`config.mk`:
```
export PLATFORM = sky130hd
export DESIGN_NAME = sonic_tx_word_feeder
export DESIGN_NICKNAME = d
export VERILOG_FILES = /design/src/rtl/sonic_tx_word_feeder.sv
export SDC_FILE = /design/constraint.sdc
export NUM_CORES = 1
export LEC_CHECK = 0
export ABC_AREA = 1
export CAP_MARGIN = 20
export CORE_MARGIN = 2
export CORE_UTILIZATION = 51
export CTS_BUF_LIST = sky130_fd_sc_hd__clkbuf_8
export DETAILED_ROUTE_END_ITERATION = 8
export PLACE_DENSITY = 0.94
export SYNTH_ARGS = -nofsm -noshare
export SYNTH_HDL_FRONTEND = slang
export SYNTH_SLANG_ARGS = --single-unit
```
`constraint.sdc`:
```
create_clock -name clock -period 11.6 [get_ports clock]
set_input_delay 3.48 -clock clock [delete_from_list [all_inputs] [get_ports clock]]
set_output_delay 3.48 -clock clock [all_outputs]
set_load 0.005 [all_outputs]
```
`src/rtl/sonic_tx_word_feeder.sv`:
```
// TX buffer drain: one 40-bit word per clock to the serializer, IDLE_PATTERN fill when dry.
// Define SONIC_TX_UNDERFLOW_CNT_EN to build the saturating underflow counter at 0x0C.
module sonic_tx_word_feeder #(
  parameter int                    DATA_WIDTH   = 40,
  parameter logic [DATA_WIDTH-1:0] IDLE_PATTERN = '0,
  parameter logic [3:0]            PRIME_WAIT   = 4'd4
) (
  input  logic                  clock,
  input  logic                  reset,
  input  logic [DATA_WIDTH-1:0] buf_data,
  input  logic                  buf_empty,
  input  logic                  buf_almost_empty,
  output logic                  buf_rdreq,
  output logic [DATA_WIDTH-1:0] tx_data,
  output logic                  tx_data_is_idle,
  input  logic                  tx_prg_wrena,
  input  logic [31:0]           tx_prg_wrdata,
  input  logic [7:0]            tx_prg_addr,
  output logic [31:0]           tx_prg_rddata
);

  typedef enum logic [1:0] {
    ST_IDLE  = 2'd0,
    ST_PRIME = 2'd1,
    ST_RUN   = 2'd2
  } state_t;

  state_t      state;
  logic        enable;
  logic        rd_pending;
  logic [3:0]  prime_cnt;
  logic [31:0] word_cnt;
  logic [31:0] underflow_cnt;
  logic        ctrl_wr;
  logic        enable_nxt;
  logic        clr;
  logic        unused_wrdata;

  assign ctrl_wr       = tx_prg_wrena && (tx_prg_addr == 8'h00);
  // A CTRL write steers the FSM on the same edge that updates the enable bit.
  assign enable_nxt    = ctrl_wr ? tx_prg_wrdata[0] : enable;
  assign clr           = ctrl_wr && tx_prg_wrdata[1];
  assign buf_rdreq     = (state == ST_RUN) && !buf_empty;
  assign unused_wrdata = ^tx_prg_wrdata[31:2];

  always_ff @(posedge clock or posedge reset) begin
    if (reset) begin
      state     <= ST_IDLE;
      enable    <= 1'b0;
      prime_cnt <= '0;
    end else begin
      enable <= enable_nxt;
      if (!enable_nxt) begin
        state     <= ST_IDLE;
        prime_cnt <= '0;
      end else begin
        case (state)
          ST_IDLE: begin
            state     <= ST_PRIME;
            prime_cnt <= '0;
          end
          ST_PRIME: begin
            if (buf_almost_empty) begin
              prime_cnt <= '0;
            end else if (prime_cnt + 4'd1 == PRIME_WAIT) begin
              state     <= ST_RUN;
              prime_cnt <= '0;
            end else begin
              prime_cnt <= prime_cnt + 4'd1;
            end
          end
          ST_RUN: begin
            if (buf_empty) state <= ST_PRIME;
          end
          default: state <= ST_IDLE;
        endcase
      end
    end
  end

  // A request issued in any cycle is always delivered one cycle later.
  always_ff @(posedge clock or posedge reset) begin
    if (reset) begin
      rd_pending      <= 1'b0;
      tx_data         <= IDLE_PATTERN;
      tx_data_is_idle <= 1'b1;
      word_cnt        <= '0;
    end else begin
      rd_pending <= buf_rdreq;
      if (rd_pending) begin
        tx_data         <= buf_data;
        tx_data_is_idle <= 1'b0;
      end else begin
        tx_data         <= IDLE_PATTERN;
        tx_data_is_idle <= 1'b1;
      end
      if (clr)             word_cnt <= '0;
      else if (rd_pending) word_cnt <= word_cnt + 32'd1;
    end
  end

`ifdef SONIC_TX_UNDERFLOW_CNT_EN
  logic underflow;
  assign underflow = (state == ST_RUN) && buf_empty && enable_nxt;

  always_ff @(posedge clock or posedge reset) begin
    if (reset)                                         underflow_cnt <= '0;
    else if (clr)                                      underflow_cnt <= '0;
    else if (underflow && (underflow_cnt != 32'hFFFF_FFFF)) underflow_cnt <= underflow_cnt + 32'd1;
  end
`else
  assign underflow_cnt = '0;
`endif

  always_ff @(posedge clock or posedge reset) begin
    if (reset) begin
      tx_prg_rddata <= '0;
    end else begin
      case (tx_prg_addr)
        8'h00:   tx_prg_rddata <= {31'd0, enable};
        8'h04:   tx_prg_rddata <= {29'd0, buf_empty, state};
        8'h08:   tx_prg_rddata <= word_cnt;
        8'h0C:   tx_prg_rddata <= underflow_cnt;
        default: tx_prg_rddata <= '0;
      endcase
    end
  end

endmodule

```
==> qor.csv, run 1 <==
metric;value;unit
Final Power;832.5;uW
Fin. Hold Viols;0;
final period utilization;0.7141;
GRT overflow;0;
CP max stage delay;570;ps
Slowest-stage cell, CP;clkdlybuf4s50_1;
total die area;0.01027;mm2
Hold Crit Class;reg -> reg;
DR vias;4242;
final max-slew violation count;0;
most common cell after layout, fill and taps aside;nand2_1;
first-pass GRT wire length;19750;um
die width;101.3;um
Power Density;125.2;mW/mm2
Rows;35;
placed cells;806;
vias per inst;5.068;
# hold bufs at CTS;0;
post_cts resized;0;
htree depth;4;
Power Internal;648.4;uW
dominant synthesized flop cell;dfrtp_1;
ANT cells;0;
Multi-input gate area;0.001559;mm2
port bufs;128;
sw frac;0.2212;
largest net degree at the start of global routing;68;
drt total wl;11910;um
Peak VDD IR;0.07109;mV
final net count;802;
aggregate global-route resource usage;0.2467;
switching pwr;184.1;uW
critical path required time;8120;ps
Crit Path Max Fanout;3;
Post-CTS Setup Bufs;0;
sequential power share;0.475;
fin area;0.006651;mm2
hpwl dp;8277;um
yosys warns;0;
hold path startpoint;state[0];
Clk Latency, worst-skew pair;430;ps
CP Cell Sequence;clkdlybuf4s50_1, nor3_1, clkdlybuf4s50_1;
register area share after synthesis;0.5856;
most frequent cells in the layout;nand2_1, clkdlybuf4s50_1, dfrtp_1;
R2R Setup Slk;9360;ps
Reg clk slew, reported paths;70;ps
Core Region;0.009196;mm2
Arr. time, crit path;4800;ps
antenna violations before repair;0;
Max-slew headroom;0.2879;
remaining antenna violation count;0;
slew at the pin with the worst max-slew slack;1068;ps
clk_skew;10.73;ps
Worst Reg-to-Reg Cells;7;
Highest Clock Rate;120.7;MHz
RR Endpoint;word_cnt[10];
total CTS buffers;17;
CTS Buffer Depth;2;
Cells after Synth;578;
crit path capture type;output pin;
combinational share of power;0.037;
Synth Net Count;666;
register area;0.002830;mm2
WL/cell;14.23;um
Hold EP;rd_pending;
gpl congestion;0.9148;
clk sinks;113;
final setup fails;0;
Detailed Route Iter0 Violations;282;
Leakage;3.291;nW
hold depth;1;
status;completed;
placed cell area;0.006213;mm2
synthesis-stage register bit count;113;
layout cells sized above 1;0.07576;
cell mode on critical path;clkdlybuf4s50_1;
# IOs;159;
CTS tree;yes;
Initial Utilization;0.5253;
EDFF count, synth;0;
Bufs and invs on worst path;2;
hold slack;515.8;ps
r2r startpoint;rd_pending;
maxcap violations;0;
clk root buf;clkbuf_8;
distinct cell type count after synthesis;28;
Die H;101.3;um
Syn Std Cell Area;0.004831;mm2
Area Overhead vs Synth;37.68;%
vias in the first global route;4285;
RSZ-0062 raised after global routing;false;
CP Launch Type;primary input;
DR pass1 iterations;5;
Clock power frac;0.488;
Async SR Flop Fraction;1.000;
Avg Cell Area, Syn;8.358;um2
Remaining DRCs;0;
critical path type;in -> out;
minimum clock period after layout;8284;ps
family with the most delay on the worst path;buffers and inverters;
setup TNS;0;ps
Fillers;633;
Non-Filler Instances;837;
worst max path at each step:
| stage | from | cells past startpoint | end | slack [ps] |
|---|---|---|---|---|
| 4_1_cts | buf_empty | 3 | buf_rdreq | 3320 |
| 3_3_place_gp | buf_empty | 3 | buf_rdreq | 3350 |
| 3_5_place_dp | buf_empty | 3 | buf_rdreq | 3340 |
| 5_1_grt | buf_empty | 3 | buf_rdreq | 3270 |
| 2_1_floorplan | buf_empty | 1 | buf_rdreq | 4370 |
| 6_report | buf_empty | 3 | buf_rdreq | 3320 |
state kept, by name (all words and copies together), names as in the netlist:
register and count:
tx_data 40, tx_prg_rddata 32, word_cnt 32, prime_cnt 4, state 2, enable 1, rd_pending 1, tx_data_is_idle 1
layout make-up:
type | count | area share
Clock inverter | 14 | 0.03066
Clock buffer | 17 | 0.03518
Sequential cell | 113 | 0.4255
Inverter | 101 | 0.05737
Timing Repair Buffer | 131 | 0.1960
Multi-Input combinational cell | 350 | 0.2344
Tap cell | 111 | 0.02088
per-stage QoR:
| stage | util | worst slack, ps |
|---|---|---|
| finish | 0.7233 | 3316 |
| global route | 0.7233 | 3267 |
| CTS | 0.7233 | 3321 |
| detailed placement | 0.6756 | 3338 |
| global placement | 0.6756 | 3353 |
| floorplan | - | 4373 |
synth_stat cells (3+ instances only):
library cell | count | area, um2
buf_1 | 4 | 15.01
o21ai_1 | 3 | 15.01
nor2_2 | 7 | 43.79
clkbuf_1 | 3 | 11.26
inv_1 | 100 | 375.4
a21oi_1 | 11 | 55.05
nand3_1 | 31 | 155.2
nand4_1 | 16 | 100.1
buf_2 | 6 | 30.03
nand2_1 | 137 | 514.2
o21ai_0 | 23 | 115.1
ha_1 | 3 | 37.54
nor2_1 | 95 | 356.6
nand2_2 | 4 | 25.02
dfrtp_1 | 112 | 2803
nor3_1 | 7 | 35.03
routing by layer:
layer / up-vias / GRT usage / routed length [um]
met3: 25 / 0.07039 / 911
met4: 0 / 0.09252 / 257
li1: 2037 / - / -
met2: 193 / 0.4142 / 5848
met1: 1987 / 0.3049 / 4893
met5: - / 0 / 0
kinds of logic after synthesis:
logic type               Yosys count  share of synthesized area
AND/OR/NAND/NOR                  304                     0.2673
adder cells (fa/ha/maj)            3                   0.007771
buffers and inverters            115                    0.09169
XOR/XNOR                           2                   0.003627
AO/OA/AOI/OAI                     41                    0.04403
flip-flops                       113                     0.5856
power by group through the flow:
| stage | sequential [mW] | clock (mW) | combinational [mW] |
|---|---|---|---|
| floorplan | 0.403 | 0 | 0.00865 |
| global placement | 0.403 | 0 | 0.0300 |
| detailed placement | 0.403 | 0 | 0.0308 |
| CTS | 0.395 | 0.412 | 0.0312 |
| global route | 0.395 | 0.435 | 0.0340 |
| finish | 0.396 | 0.406 | 0.0305 |
Power figures use the tool's default switching activity.
==> inputs of run 2 (changes only) <==
--- a/config.mk
+++ b/config.mk
@@ -8,10 +8,10 @@
 export ABC_AREA = 1
 export CAP_MARGIN = 20
 export CORE_MARGIN = 2
-export CORE_UTILIZATION = 51
+export CORE_UTILIZATION = 43
 export CTS_BUF_LIST = sky130_fd_sc_hd__clkbuf_8
 export DETAILED_ROUTE_END_ITERATION = 8
-export PLACE_DENSITY = 0.94
+export PLACE_DENSITY = 0.85
 export SYNTH_ARGS = -nofsm -noshare
 export SYNTH_HDL_FRONTEND = slang
 export SYNTH_SLANG_ARGS = --single-unit
==> constraint.sdc (replaced) <==
create_clock -name clock -period 6.83 [get_ports clock]
set_input_delay 2.049 -clock clock [delete_from_list [all_inputs] [get_ports clock]]
set_output_delay 2.049 -clock clock [all_outputs]
set_load 0.005 [all_outputs]
==> qor.csv, run 2 (synthesis results as in run 1) <==
metric;value;unit
Worst Reg-to-Reg Cells;8;
RSZ-0062 raised after global routing;false;
hpwl dp;7847;um
vias per inst;4.726;
final net count;804;
status;completed;
# IOs;159;
Fin. Hold Viols;0;
most common cell after layout, fill and taps aside;nand2_1;
final max-slew violation count;0;
R2R Setup Slk;4920;ps
GRT overflow;0;
wire length on met3;928;um
drt total wl;10940;um
Detailed Route Iter0 Violations;269;
DR vias;4107;
clk sinks;113;
CP Launch Type;primary input;
Rows;38;
crit path launch;buf_empty;
cell mode on critical path;clkdlybuf4s50_1;
crit path capture type;output pin;
layout cells sized above 1;0.07133;
most frequent cells in the layout;nand2_1, clkdlybuf4s50_1, dfrtp_1;
slew at the pin with the worst max-slew slack;701.0;ps
Die H;110.0;um
Area Overhead vs Synth;36.67;%
Clk Latency, worst-skew pair;410;ps
Slowest-stage cell, CP;clkdlybuf4s50_1;
DR pass1 iterations;4;
CP Cell Sequence;clkdlybuf4s50_1, nor3_1, clkdlybuf4s50_1;
Arr. time, crit path;3380;ps
wl on met1;4589;um
largest net degree at the start of global routing;61;
Hold Crit Class;reg -> reg;
WL/cell;12.59;um
die width;110.0;um
Remaining DRCs;0;
critical path type;in -> out;
Initial Utilization;0.4437;
critical path required time;4780;ps
CP max stage delay;570;ps
CTS tree;yes;
total CTS buffers;17;
# hold bufs at CTS;0;
Setup crit end;buf_rdreq;
aggregate global-route resource usage;0.1951;
vias in the first global route;4047;
Bufs and invs on worst path;2;
Largest regs;tx_data (40), tx_prg_rddata (32), word_cnt (32);
final period utilization;0.7950;
Reg clk slew, reported paths;60;ps
clk_skew;5.694;ps
Peak VDD IR;0.09542;mV
Crit Path Max Fanout;3;
ANT cells;0;
minimum clock period after layout;5430;ps
family with the most delay on the worst path;buffers and inverters;
antenna violations before repair;0;
Leakage;3.291;nW
Max-slew headroom;0.5327;
Highest Clock Rate;184.2;MHz
setup TNS;0;ps
port bufs;128;
post_cts resized;0;
Core Region;0.01089;mm2
RR Endpoint;word_cnt[10];
Crit path depth;3;
Post-CTS Setup Bufs;0;
CTS Buffer Depth;2;
r2r startpoint;rd_pending;
htree depth;4;
gpl congestion;0.8947;
first-pass GRT wire length;18240;um
top layer in use;met4;
total die area;0.01210;mm2
maxcap violations;0;
clk root buf;clkbuf_8;
met2 wire length;5277;um
remaining antenna violation count;0;
hold slack;504.4;ps
Power Density;187.1;mW/mm2
largest register by flop count;tx_data;
final setup fails;0;
Largest register FFs;40;
==> run 2: cell count changes in the layout (fill, tap and decap cells not counted), sizes merged <==
| cell | before | now |
|---|---|---|
| clkinv | 3 | 5 |
| bufinv | 4 | 0 |
| clkbuf | 17 | 20 |
| inv | 105 | 107 |
| buf | 3 | 5 |
| clkinvlp | 3 | 1 |
==> run 2: worst min path at each step <==
stage / start / depth (start not counted) / to / slack [ps]
floorplan: state[0] / 1 / rd_pending / 470
global placement: state[0] / 1 / rd_pending / 480
detailed placement: state[0] / 1 / rd_pending / 500
CTS: state[0] / 1 / rd_pending / 510
global route: state[0] / 1 / rd_pending / 530
finish: state[0] / 1 / rd_pending / 500
==> run 2: report_power, final <==
group,internal [mW],switching [mW],leakage (nW)
logic,0.0300,0.0221,1.52
clock network,0.268,0.243,0.195
registers,0.671,0.00115,1.57
==> run 2: cell type report <==
| type | count | area, um2 |
|---|---|---|
| fill | 944 | 4285 |
| timing repair buffer | 133 | 1326 |
| multi-input combinational | 350 | 1559 |
| inverter | 101 | 381.6 |
| clock buffer | 20 | 275.3 |
| sequential | 113 | 2830 |
| clock inverter | 12 | 55.05 |
| tap | 140 | 175.2 |
==> run 2: layer usage <==
layer / vias up / GRT usage
met1: 1900 / 0.2325
met2: 152 / 0.3330
li1: 2039 / -
met3: 16 / 0.05703
met5: - / 0
met4: 0 / 0.07505
==> run 2: stage by stage <==
stage / setup WS [ps] / cells / power (mW) / util / cell area, um2
2_1_floorplan: 1795 / 578 / 0.6987 / - / 4831
3_3_place_gp: 1421 / 836 / 0.7364 / 0.5747 / 6257
3_5_place_dp: 1414 / 836 / 0.7373 / 0.5747 / 6257
4_1_cts: 1397 / 868 / 1.253 / 0.6050 / 6588
5_1_grt: 1269 / 869 / 1.294 / 0.6064 / 6603
6_report: 1400 / 869 / 1.235 / 0.6064 / 6603
==> inputs of run 3 (changes only) <==
--- a/config.mk
+++ b/config.mk
@@ -8,10 +8,10 @@
 export ABC_AREA = 1
 export CAP_MARGIN = 20
 export CORE_MARGIN = 2
-export CORE_UTILIZATION = 43
+export CORE_UTILIZATION = 48
 export CTS_BUF_LIST = sky130_fd_sc_hd__clkbuf_8
 export DETAILED_ROUTE_END_ITERATION = 8
-export PLACE_DENSITY = 0.85
+export PLACE_DENSITY = 0.89
 export SYNTH_ARGS = -nofsm -noshare
 export SYNTH_HDL_FRONTEND = slang
 export SYNTH_SLANG_ARGS = --single-unit
==> constraint.sdc (replaced) <==
create_clock -name clock -period 5.3 [get_ports clock]
set_input_delay 1.59 -clock clock [delete_from_list [all_inputs] [get_ports clock]]
set_output_delay 1.59 -clock clock [all_outputs]
set_load 0.005 [all_outputs]
==> qor.csv, run 3 (synthesis results as in run 1) <==
metric;value;unit
total CTS buffers;17;
Worst Setup Slack post-DPL;803.4;ps
fin area;0.006728;mm2
critical path type;in -> out;
first-pass GRT wire length;19900;um
clk root buf;clkbuf_8;
setup TNS;0;ps
most frequent cells in the layout;nand2_1, clkdlybuf4s50_1, dfrtp_1;
placed cell area;0.006248;mm2
Hold Crit Class;reg -> reg;
CP max stage delay;570;ps
Detailed Route Iter0 Violations;247;
Peak VDD IR;0.1510;mV
WL/cell;13.51;um
port bufs;128;
# IOs;159;
remaining antenna violation count;0;
ANT cells;0;
worst setup slack after layout;801.8;ps
Core Region;0.009774;mm2
Arr. time, crit path;2910;ps
die width;104.3;um
crit path capture type;output pin;
clk_skew;11.40;ps
maxcap violations;0;
antenna violations before repair;0;
DR vias;4169;
minimum clock period after layout;4498;ps
Post-CTS Setup Bufs;0;
Highest Clock Rate;222.3;MHz
largest register by flop count;tx_data;
status;completed;
total die area;0.01088;mm2
critical path required time;3710;ps
DR pass1 iterations;4;
Die H;104.3;um
slew at the pin with the worst max-slew slack;1055;ps
Clk Latency, worst-skew pair;430;ps
htree depth;4;
Initial Utilization;0.4942;
Fin. Hold Viols;0;
hold depth;1;
final period utilization;0.8487;
Largest register FFs;40;
final max-slew violation count;0;
Reg clk slew, reported paths;70;ps
CP Cell Sequence;clkdlybuf4s50_1, nor3_1, clkdlybuf4s50_1;
vias per inst;4.848;
RSZ-0062 raised after global routing;false;
drt total wl;11620;um
CTS tree;yes;
aggregate global-route resource usage;0.2295;
largest net degree at the start of global routing;65;
post_cts resized;0;
final net count;803;
CTS Buffer Depth;2;
GRT overflow;0;
cell mode on critical path;clkdlybuf4s50_1;
CP Launch Type;primary input;
final setup fails;0;
Worst Reg-to-Reg Cells;5;
Slowest-stage cell, CP;clkdlybuf4s50_1;
Largest regs;tx_data (40), tx_prg_rddata (32), word_cnt (32);
gpl congestion;0.8812;
clk sinks;113;
Leakage;3.328;nW
layout cells sized above 1;0.07703;
# hold bufs at CTS;0;
most common cell after layout, fill and taps aside;nand2_1;
Remaining DRCs;0;
Crit Path Max Fanout;3;
hpwl dp;8211;um
Power Density;281.6;mW/mm2
Max-slew headroom;0.2969;
Rows;36;
vias in the first global route;4200;
Area Overhead vs Synth;39.26;%
==> run 3: layout make-up <==
cell class | instances | area [um2]
fillers | 727 | 3047
flip-flops and latches | 113 | 2830
multi-input cells | 350 | 1559
repair buffers | 132 | 1311
inverters | 101 | 381.6
clock buffers | 22 | 302.8
clock inverters | 9 | 176.4
well taps | 133 | 166.4
==> run 3: layer usage <==
layer  GRT usage  vias to the layer above  wire length [um]
met3     0.06454                       19               690
met1      0.2985                     1964              5144
met2      0.3702                      149              5615
li1            -                     2037                 -
met4     0.07915                        0               167
met5           0                        -                 0
==> run 3: final timing paths <==
check / startpoint / end / slack, ps
max: buf_empty / buf_rdreq / 800
min: state[0] / rd_pending / 530
max reg2reg: rd_pending / word_cnt[7] / 3100
min reg2reg: state[0] / rd_pending / 530
max in group asynchronous: reset / tx_data[24] / 2810
min in group asynchronous: reset / tx_data[0] / 1650
==> run 3: power by group <==
part / switching (mW) / total, mW / internal [mW]
Sequential: 0.00190 / 0.866 / 0.864
Clock: 0.342 / 0.961 / 0.620
Combinational: 0.0285 / 0.0673 / 0.0387
Total: 0.372 / 1.89 / 1.52
==> run 3: worst max-delay path, delay by kind of cell <==
family / cells / cell delay [ps]
buf+inv: 2 / 1030
simple gates: 1 / 300
==> run 3: stage by stage <==
stage | cells | hold WS, ps | power (mW) | utilization
2_1_floorplan | 578 | 467.6 | 0.9004 | -
3_3_place_gp | 829 | 493.9 | 0.9486 | 0.6393
3_5_place_dp | 829 | 502.1 | 0.9499 | 0.6393
4_1_cts | 860 | 514.6 | 1.912 | 0.6883
5_1_grt | 860 | 537.2 | 1.959 | 0.6883
6_report | 860 | 532.7 | 1.895 | 0.6883
